`src/rtl/mux_pkg.sv`:
```
// Shared types and helpers for the pipelined N:1 selector.
// Skid-buffer state encoding and select-width helper.
package mux_pkg;

  typedef enum logic [1:0] {
    EMPTY = 2'd0,
    ONE   = 2'd1,
    FULL  = 2'd2
  } skid_st_e;

  function automatic int clog2_min1(input int n);
    return (n <= 2) ? 1 : $clog2(n);
  endfunction

endpackage

```
`src/rtl/mux_nt1_pipe_skid_buf2.sv`:
```
// Two-entry skid buffer: main register feeds the output, skid absorbs
// the beat accepted while the consumer stalls.
module skid_buf2
  import mux_pkg::*;
#(
  parameter int PW = 8
) (
  input  logic          clk_i,
  input  logic          rst_i,
  input  logic [PW-1:0] in_data_i,
  input  logic          in_valid_i,
  output logic          in_ready_o,
  output logic [PW-1:0] out_data_o,
  output logic          out_valid_o,
  input  logic          out_ready_i
);

  skid_st_e      state_q, state_d;
  logic [PW-1:0] main_q, main_d;
  logic [PW-1:0] skid_q, skid_d;
  logic          rdy_q;
  logic          acc, dlv;

  assign acc = in_valid_i & rdy_q;
  assign dlv = (state_q != EMPTY) & out_ready_i;

  always_comb begin
    state_d = state_q;
    main_d  = main_q;
    skid_d  = skid_q;
    unique case (state_q)
      EMPTY: begin
        if (acc) begin
          main_d  = in_data_i;
          state_d = ONE;
        end
      end
      ONE: begin
        if (acc && dlv) begin
          main_d = in_data_i;
        end else if (acc) begin
          skid_d  = in_data_i;
          state_d = FULL;
        end else if (dlv) begin
          state_d = EMPTY;
        end
      end
      FULL: begin
        if (dlv) begin
          main_d  = skid_q;
          state_d = ONE;
        end
      end
      default: state_d = EMPTY;
    endcase
  end

  always_ff @(posedge clk_i) begin
    if (rst_i) begin
      state_q <= EMPTY;
      main_q  <= '0;
      skid_q  <= '0;
      rdy_q   <= 1'b1;
    end else begin
      state_q <= state_d;
      main_q  <= main_d;
      skid_q  <= skid_d;
      rdy_q   <= (state_d != FULL);
    end
  end

  assign in_ready_o  = rdy_q;
  assign out_data_o  = main_q;
  assign out_valid_o = (state_q != EMPTY);

endmodule

```
`src/rtl/mux_nt1_pipe.sv`:
```
// Pipelined N:1 selector with range check, optional packet lock
// and a skid-buffered valid/ready output stage.
module mux_nt1_pipe
  import mux_pkg::*;
#(
  parameter int N        = 2,
  parameter int W        = 5,
  parameter int SW       = clog2_min1(N),
  parameter bit LOCK_SEL = 1'b0
) (
  input  logic           CLK,
  input  logic           RST,
  input  logic [N*W-1:0] IN_DATA,
  input  logic [SW-1:0]  IN_SEL,
  input  logic           IN_VALID,
  input  logic           IN_LAST,
  output logic           IN_READY,
  output logic [W-1:0]   OUT_DATA,
  output logic [SW-1:0]  OUT_SEL,
  output logic           OUT_ERR,
  output logic           OUT_VALID,
  input  logic           OUT_READY
);

  localparam int PW = W + SW + 1;
  localparam logic [SW:0] NMAX = (SW+1)'(N);

  logic          lock_q, lock_d;
  logic [SW-1:0] lsel_q, lsel_d;
  logic [SW-1:0] eff_sel;
  logic [W-1:0]  sel_data;
  logic          sel_err;
  logic          acc;
  logic [PW-1:0] pl_in, pl_out;

  assign acc = IN_VALID & IN_READY;
  assign eff_sel = (LOCK_SEL && lock_q) ? lsel_q : IN_SEL;
  assign sel_err = ({1'b0, eff_sel} >= NMAX);

  always_comb begin
    sel_data = '0;
    for (int k = 0; k < N; k++) begin
      if (!sel_err && eff_sel == SW'(k)) begin
        sel_data = IN_DATA[k*W +: W];
      end
    end
  end

  // Single-beat packets never take the lock.
  always_comb begin
    lock_d = lock_q;
    lsel_d = lsel_q;
    if (LOCK_SEL && acc) begin
      if (IN_LAST) begin
        lock_d = 1'b0;
      end else if (!lock_q) begin
        lock_d = 1'b1;
        lsel_d = IN_SEL;
      end
    end
  end

  always_ff @(posedge CLK) begin
    if (RST) begin
      lock_q <= 1'b0;
      lsel_q <= '0;
    end else begin
      lock_q <= lock_d;
      lsel_q <= lsel_d;
    end
  end

  assign pl_in = {sel_err, eff_sel, sel_data};

  skid_buf2 #(.PW(PW)) u_skid (
    .clk_i       (CLK),
    .rst_i       (RST),
    .in_data_i   (pl_in),
    .in_valid_i  (IN_VALID),
    .in_ready_o  (IN_READY),
    .out_data_o  (pl_out),
    .out_valid_o (OUT_VALID),
    .out_ready_i (OUT_READY)
  );

  assign OUT_ERR  = pl_out[PW-1];
  assign OUT_SEL  = pl_out[W +: SW];
  assign OUT_DATA = pl_out[W-1:0];

endmodule

```
`config.mk`:
```
export PLATFORM = sky130hd
export DESIGN_NAME = mux_nt1_pipe
export DESIGN_NICKNAME = d
export VERILOG_FILES = /design/src/rtl/mux_pkg.sv /design/src/rtl/mux_nt1_pipe_skid_buf2.sv /design/src/rtl/mux_nt1_pipe.sv
export SDC_FILE = /design/constraint.sdc
export NUM_CORES = 1
export LEC_CHECK = 0
export CELL_PAD_IN_SITES_DETAIL_PLACEMENT = 1
export CELL_PAD_IN_SITES_GLOBAL_PLACEMENT = 2
export CORE_AREA = 3 3 43 74
export CTS_BUF_LIST = sky130_fd_sc_hd__clkbuf_4 sky130_fd_sc_hd__clkbuf_8
export CTS_CLUSTER_DIAMETER = 120
export DETAILED_ROUTE_END_ITERATION = 10
export DIE_AREA = 0 0 46 77
export PLACE_DENSITY_LB_ADDON = 0.1
export REMOVE_ABC_BUFFERS = 1
export SYNTH_ARGS = -nofsm -noshare
export SYNTH_HDL_FRONTEND = slang
export SYNTH_SLANG_ARGS = --single-unit
```
`constraint.sdc`:
```
create_clock -name CLK -period 2.74 [get_ports CLK]
set_input_delay 0.548 -clock CLK [delete_from_list [all_inputs] [get_ports CLK]]
set_output_delay 0.548 -clock CLK [all_outputs]
set_load 0.03 [all_outputs]
```
==> flow_metrics.tcl <==
set metrics [dict create \
    status "completed" \
    vias 642 \
    slew_headroom_pct 66.1 \
    grt_start_max_net_pins 13 \
    final_nets 118 \
    ys_seq_area_share_pct 38.4 \
    cts_resized 0 \
    slowest_delay_ns 0.66 \
    start_util_pct 29.1 \
    final-setup-viol-count 0 \
    clkPwrFrac_pct 32.7 \
    synth-seq-cells 15 \
    antenna_found_initial 0 \
    hold_viol 0 \
    p_comb_share_pct 24.2 \
    yosys.cell_types.count 25 \
    dieArea_sq_um 3540 \
    drtPass1Iterations 4 \
    synthToLayoutAreaGrowth_pct 34.9 \
    wl_mm 2.00 \
    remaining_drc_errors 0 \
    worst_setup_path_end_kind "primary output" \
    htreeDepth 1 \
    cts_tree "built" \
    overflow 0 \
    p_seq_share_pct 43.1 \
    ctsHoldBuffers 0 \
    synth.area.top_cells "dfxtp_1 (38%), mux2i_1 (15%), a211oi_2 (8.0%), nor2_1 (6.2%), nor3b_1 (4.8%)" \
    grt_usage_pct 13.0 \
    drive_above_1_share_pct 14.9 \
    crit_fanout 12 \
    synth_cells 79 \
    cp_num_buf_inv 1 \
    avgSynthCellArea_sq_um 9.90 \
    grt_pass1_vias 666 \
    power_switching_mw 0.167 \
    coreArea_sq_um 2690 \
    start_kind "flip-flop" \
    highest_layer "met4" \
    clkSinkCount 15 \
    layout.filler_cells 306 \
    swShare_pct 29.4 \
    clk_pin_slew_ns 0.07 \
    p_leak_nw 0.407 \
    period_share_pct 80.0 \
    dr_wl_met2_um 943 \
    rows 25 \
    io_buffers 22 \
    arrival_ns 1.64 \
    holdWs_ns 0.494 \
    dieWidth_um 46 \
    cts_root_buffer "clkbuf_8" \
    vias_per_cell 5.02 \
    worst_slew_pin_slew_ns 0.507 \
    fin_setup_tns_ns 0 \
    yosysTopAreaCell "dfxtp_1" \
    irDropWorstVdd_v 0.000277 \
    clock_skew_ns 0.00480 \
    post_drt_wl_per_cell_um 15.6 \
    wl_met3_um 84 \
    grt_pass1_wl_mm 3.43 \
    numCtsBuffers 3 \
    wl_met1_um 947 \
    antenna_cells 0 \
    yosysWarnings 0 \
    gp_congestion 0.684 \
    crit_chain "or2_1, clkdlybuf4s50_1" \
    rsz0062_at_grt "false" \
    hp-class "flip-flop to flip-flop" \
    clock_latency_ns 0.25 \
    cts_buffer_depth 2 \
    dp_hpwl_mm 1.45 \
    finalMaxSlewViolations 0 \
    crit_type "flip-flop to primary output" \
    post_cts_buffers 0 \
    finalCriticalPeriod_ns 2.19 \
    timing.fmax_mhz 456 \
    die_y_um 77 \
    pin_count 25 \
    antenna_left 0 \
    crit_slowest_cell "clkdlybuf4s50_1" \
    drtIter0Drc 4 \
    powerDensity_nw_per_um2 538 \
    maxCapViolations 0 \
    crit_required_ns 2.19 \
    cp_top_family "buffers and inverters" \
    synth_area_sq_um 782 \
    p_int_mw 0.401 \
    synth_top_area_share_pct 38.4 \
]
[state kept, by name, indices dropped and copies added (netlist names)]
name / count
u_skid.out_data_o: 6
u_skid.skid_q: 6
u_skid.state_q: 2
u_skid.in_ready_o: 1
[through the flow]
step | std cells | util [%] | worst slack [ns] | power (mW) | cell area [sq um]
after global placement | 124 | 37.5 | 0.625 | 0.386 | 1010
final | 128 | 39.2 | 0.549 | 0.568 | 1050
after detailed placement | 124 | 37.5 | 0.626 | 0.388 | 1010
after CTS | 128 | 39.2 | 0.557 | 0.575 | 1050
after global routing | 128 | 39.2 | 0.481 | 0.597 | 1050
after floorplan | 72 | - | 1.13 | 0.323 | 732
[worst reg2reg max path, stage by stage, from the launching register on]
cell	delay [ns]
dfxtp_1	0.57
nor4b_4	0.27
buf_4	0.25
mux2i_1	0.20
nor2_1	0.05
[cell families (layout without fill, tap and decap cells)]
| logic type | Yosys count | in the layout | share of synthesized area [%] |
|---|---|---|---|
| buffers and inverters | 7 | 29 | 6.40 |
| multiplexers | 12 | 12 | 15.4 |
| AND/OR/NAND/NOR | 29 | 29 | 23.4 |
| other | 1 | 1 | 0.480 |
| flip-flops | 15 | 15 | 38.4 |
| AO/OA/AOI/OAI | 15 | 15 | 16.0 |
[worst paths after layout]
check | from | end | slack (ns) | cells after the start
worst max-delay path | u_skid.state_q[0] | OUT_VALID | 0.55 | 2
worst min-delay path | u_skid.skid_q[5] | u_skid.skid_q[5] | 0.49 | 2
worst max register to register | u_skid.state_q[0] | u_skid.skid_q[5] | 1.28 | 4
worst min register to register | u_skid.skid_q[5] | u_skid.skid_q[5] | 0.49 | 2
[power groups by stage]
stage	Clock (mW)	Sequential [mW]	Combinational (mW)
after global placement	0	0.249	0.137
after CTS	0.191	0.245	0.139
final	0.186	0.245	0.137
after floorplan	0	0.266	0.0571
after detailed placement	0	0.249	0.138
after global routing	0.200	0.247	0.150
[cell usage after synthesis, drive strengths merged]
cell type / n
dfxtp: 15
nor2: 13
a21oi: 5
or2: 1
nand2b: 1
nor3b: 5
mux2i: 12
a31oi: 1
nor4b: 1
clkbuf: 2
buf: 5
conb: 1
a211o: 1
nand4b: 1
nand2: 2
nand3b: 2
nand4bb: 1
a21o: 1
a211oi: 7
nand3: 2
[layer usage]
metal	up-vias	global-route usage, %
met5	-	0
met4	0	5.13
met3	2	2.35
met2	18	18.2
met1	298	19.2
li1	324	-
[layout make-up]
cell class | count | area (sq um) | area share (%)
Tap cell | 27 | 33.8 | 3.20
Multi-Input combinational cell | 57 | 432 | 40.9
Clock inverter | 1 | 5.00 | 0.474
Sequential cell | 15 | 300 | 28.5
Clock buffer | 3 | 41.3 | 3.91
Timing Repair Buffer | 25 | 243 | 23.0
[layout by cell type (no fill, tap or decap), types with 2 or more instances in the layout]
cell and n:
buf_4 3, a21oi_1 5, a211oi_2 5, mux2i_1 12, dfxtp_1 15, nor2_1 13, nor3b_1 5, clkdlybuf4s50_1 22
clkbuf_8 3, nand3b_1 2, a211oi_1 2
(Power assumes the default switching activity.)
==> edit (same settings) <==
Reset style: asynchronous (`RST` and `rst_i`), changed in 2 clocked blocks.
--- a/src/rtl/mux_nt1_pipe_skid_buf2.sv
+++ b/src/rtl/mux_nt1_pipe_skid_buf2.sv
@@ -57,3 +57,3 @@
 
-  always_ff @(posedge clk_i) begin
+  always_ff @(posedge clk_i or posedge rst_i) begin
     if (rst_i) begin
--- a/src/rtl/mux_nt1_pipe.sv
+++ b/src/rtl/mux_nt1_pipe.sv
@@ -62,3 +62,3 @@
 
-  always_ff @(posedge CLK) begin
+  always_ff @(posedge CLK or posedge RST) begin
     if (RST) begin
Formal check against the unedited RTL: differs if RST is asserted again (counterexample within 4 cycles, from zero or initial values and one cycle with RST high); with RST held inactive, the same outputs for 10 cycles.
==> edit against the unedited design <==
Final area grew 2.4%. Area after synthesis grew 3.2%. Wire length shrank 20%. Non-clock buffer count shrank 3. Count of clock-buffer cells in the layout grew 1. Sequential cell count is the same. Setup slack gained 0.023 ns.
Power is not compared: it rests on default switching activity, and its combinational part moved more than twofold at a synthesized area within 25%.
==> edit: results (changes against the unedited design) <==
Outcome
  • Outcome: completed

Power and ir drop
  • Internal Power: 700.0 µW
  • Lkg Pwr: 0.0004591 µW
  • IR drop worst, VDD: 563.7 µV

Clock tree
  • Inserted Clock Buffers: 3 (unchanged)
  • Clk_lat worst skew: 0.25 ns (about the same)
  • H-Tree Depth: 1 (unchanged)
  • Reg clk slew, reported paths: 0.06 ns
  • CTS resizes: 0 (unchanged)
  • Bufs on Longest Clock Path: 2 (unchanged)
  • CTS Root Cell: clkbuf_8
  • Postcts setup bufs: 0 (unchanged)

Worst setup path
  • Critical Path Fanout Max: 7 (-5)
  • Crit. Startpoint: u_skid.state_q[1]
  • CP arrival: 1.62 ns (-0.02 ns)
  • Reg2Reg Launch Point: u_skid.in_ready_o
  • Reg2Reg Depth: 3 (-1)
  • Worst R2R End: u_skid.skid_q[3]
  • Flop-to-flop setup slack: 1.03 ns (-0.25 ns)

Yosys
  • Adder-cell share of the synthesized area: 0% (unchanged)
  • XOR/XNOR Fraction of Synth Area: 0% (unchanged)
  • Main flop type after synthesis: dfrtp_1
  • Post-synth ARST share: 100.0% (+100 points)
  • Mux share of post-synthesis cell area: 36.12% (+21 points)
  • Sequential fraction of the synthesis area: 46.67% (+8.3 points)
  • Compound-Gate Fraction of Synth Area: 4.651% (-11 points)
  • Distinct cells, synth: 19 (-24%)
  • Top cells by area, synth: dfrtp_1, mux2_2, mux2_4
  • Yosys warns: 0 (unchanged)
  • Synth top cells by count: mux2_2, dfrtp_1, mux2_4

Hold path
  • Worst Hold End: u_skid.out_data_o[1]
  • Hold_sp: u_skid.out_data_o[1]
  • Hold Path Stages: 1 (-1)
  • HP Class: reg -> reg

Placement
  • DP HPWL: 1245 µm (-14%)
  • I/O Buffers: 22 (unchanged)
  • Placer Congestion: 0.7126 (+4.2%)

Layout
  • Final Net Count: 96 (-19%)
  • Diode count: 0 (unchanged)
  • Share of cells above drive strength 1: 37.97% (+23 points)

Detailed routing
  • Post-DR wirelength/cell: 15.09 µm (-3.2%)
  • Pre-Repair DR Iteration Count: 4 (unchanged)
  • DR iter-0 viols: 7 (+3)
  • Vias: 522 (-19%)

Global route
  • First-pass GRT wire length: 2628 µm (-23%)
  • Gr usage total: 10.37% (-2.7 points)
  • Vias in the first global route: 599 (-10%)
  • Initial antenna violation count: 0 (unchanged)
  • Largest net degree at the start of global routing: 16 (+3)

STA
  • Slew @ Worst Pin: 0.5705 ns (+0.06302 ns)
  • Clock Skew: 0.004249 ns (-0.0005464 ns)
-- edit: cell types whose count changed after synthesis, moves of 6 or more --
cell	change
mux2i_1	-11
mux2_2	+17
nor2_1	-13
mux2_4	+6
dfrtp_1	+14
dfxtp_1	-15
-- edit: final cells by class --
cell class,count,area (µm²)
fill,288,1610
timing repair buffer,22,220.2
clock buffer,4,48.80
sequential,15,376.6
inverter,2,7.507
multi-input combinational,36,392.9
tap,27,33.78
-- edit: worst max-delay path: stages, from the launching register on --
cell             delay, ns
dfrtp_1               0.45
or2_1                 0.22
clkdlybuf4s50_1       0.70
-- edit: cell families after synthesis --
kind of cell	count (synthesis)
muxes	24
DFF	15
and+or+nand+nor	8
buffers and inverters	5
AOI/OAI and AO/OA	3
other	1
-- edit: through the flow --
step	setup slack, ns	util [%]	area [µm²]	cells	hold slack (ns)
floorplan	1.076	-	777.0	53	0.4488
global placement	0.4646	38.33	1031	102	0.4866
global route	0.4966	40.14	1080	106	0.5176
finish	0.5726	40.14	1080	106	0.5036
CTS	0.5485	40.14	1080	106	0.5086
detailed placement	0.4500	38.33	1031	102	0.4938
-- edit: worst max path at each step --
stage	end	slack [ns]	depth (start not counted)
6_report	OUT_VALID	0.57	2
5_1_grt	OUT_VALID	0.50	2
4_1_cts	OUT_VALID	0.55	2
3_5_place_dp	u_skid.skid_q[3]	0.45	4
3_3_place_gp	u_skid.skid_q[4]	0.46	4
2_1_floorplan	u_skid.skid_q[5]	1.08	3
-- edit: power by group through the flow --
| stage | Combinational, µW | Clock [µW] | Sequential [µW] |
|---|---|---|---|
| 6_report | 491 | 188 | 386 |
| 3_5_place_dp | 499 | 0 | 391 |
| 5_1_grt | 525 | 208 | 404 |
| 4_1_cts | 501 | 196 | 389 |
| 2_1_floorplan | 228 | 0 | 477 |
| 3_3_place_gp | 492 | 0 | 387 |
-- edit: per-layer routing --
metal	vias to the layer above	wire, µm	GRT usage, %
met4	0	26	5.983
li1	243	-	-
met1	254	651	11.44
met3	4	89	2.347
met2	21	832	16.99
met5	-	0	0
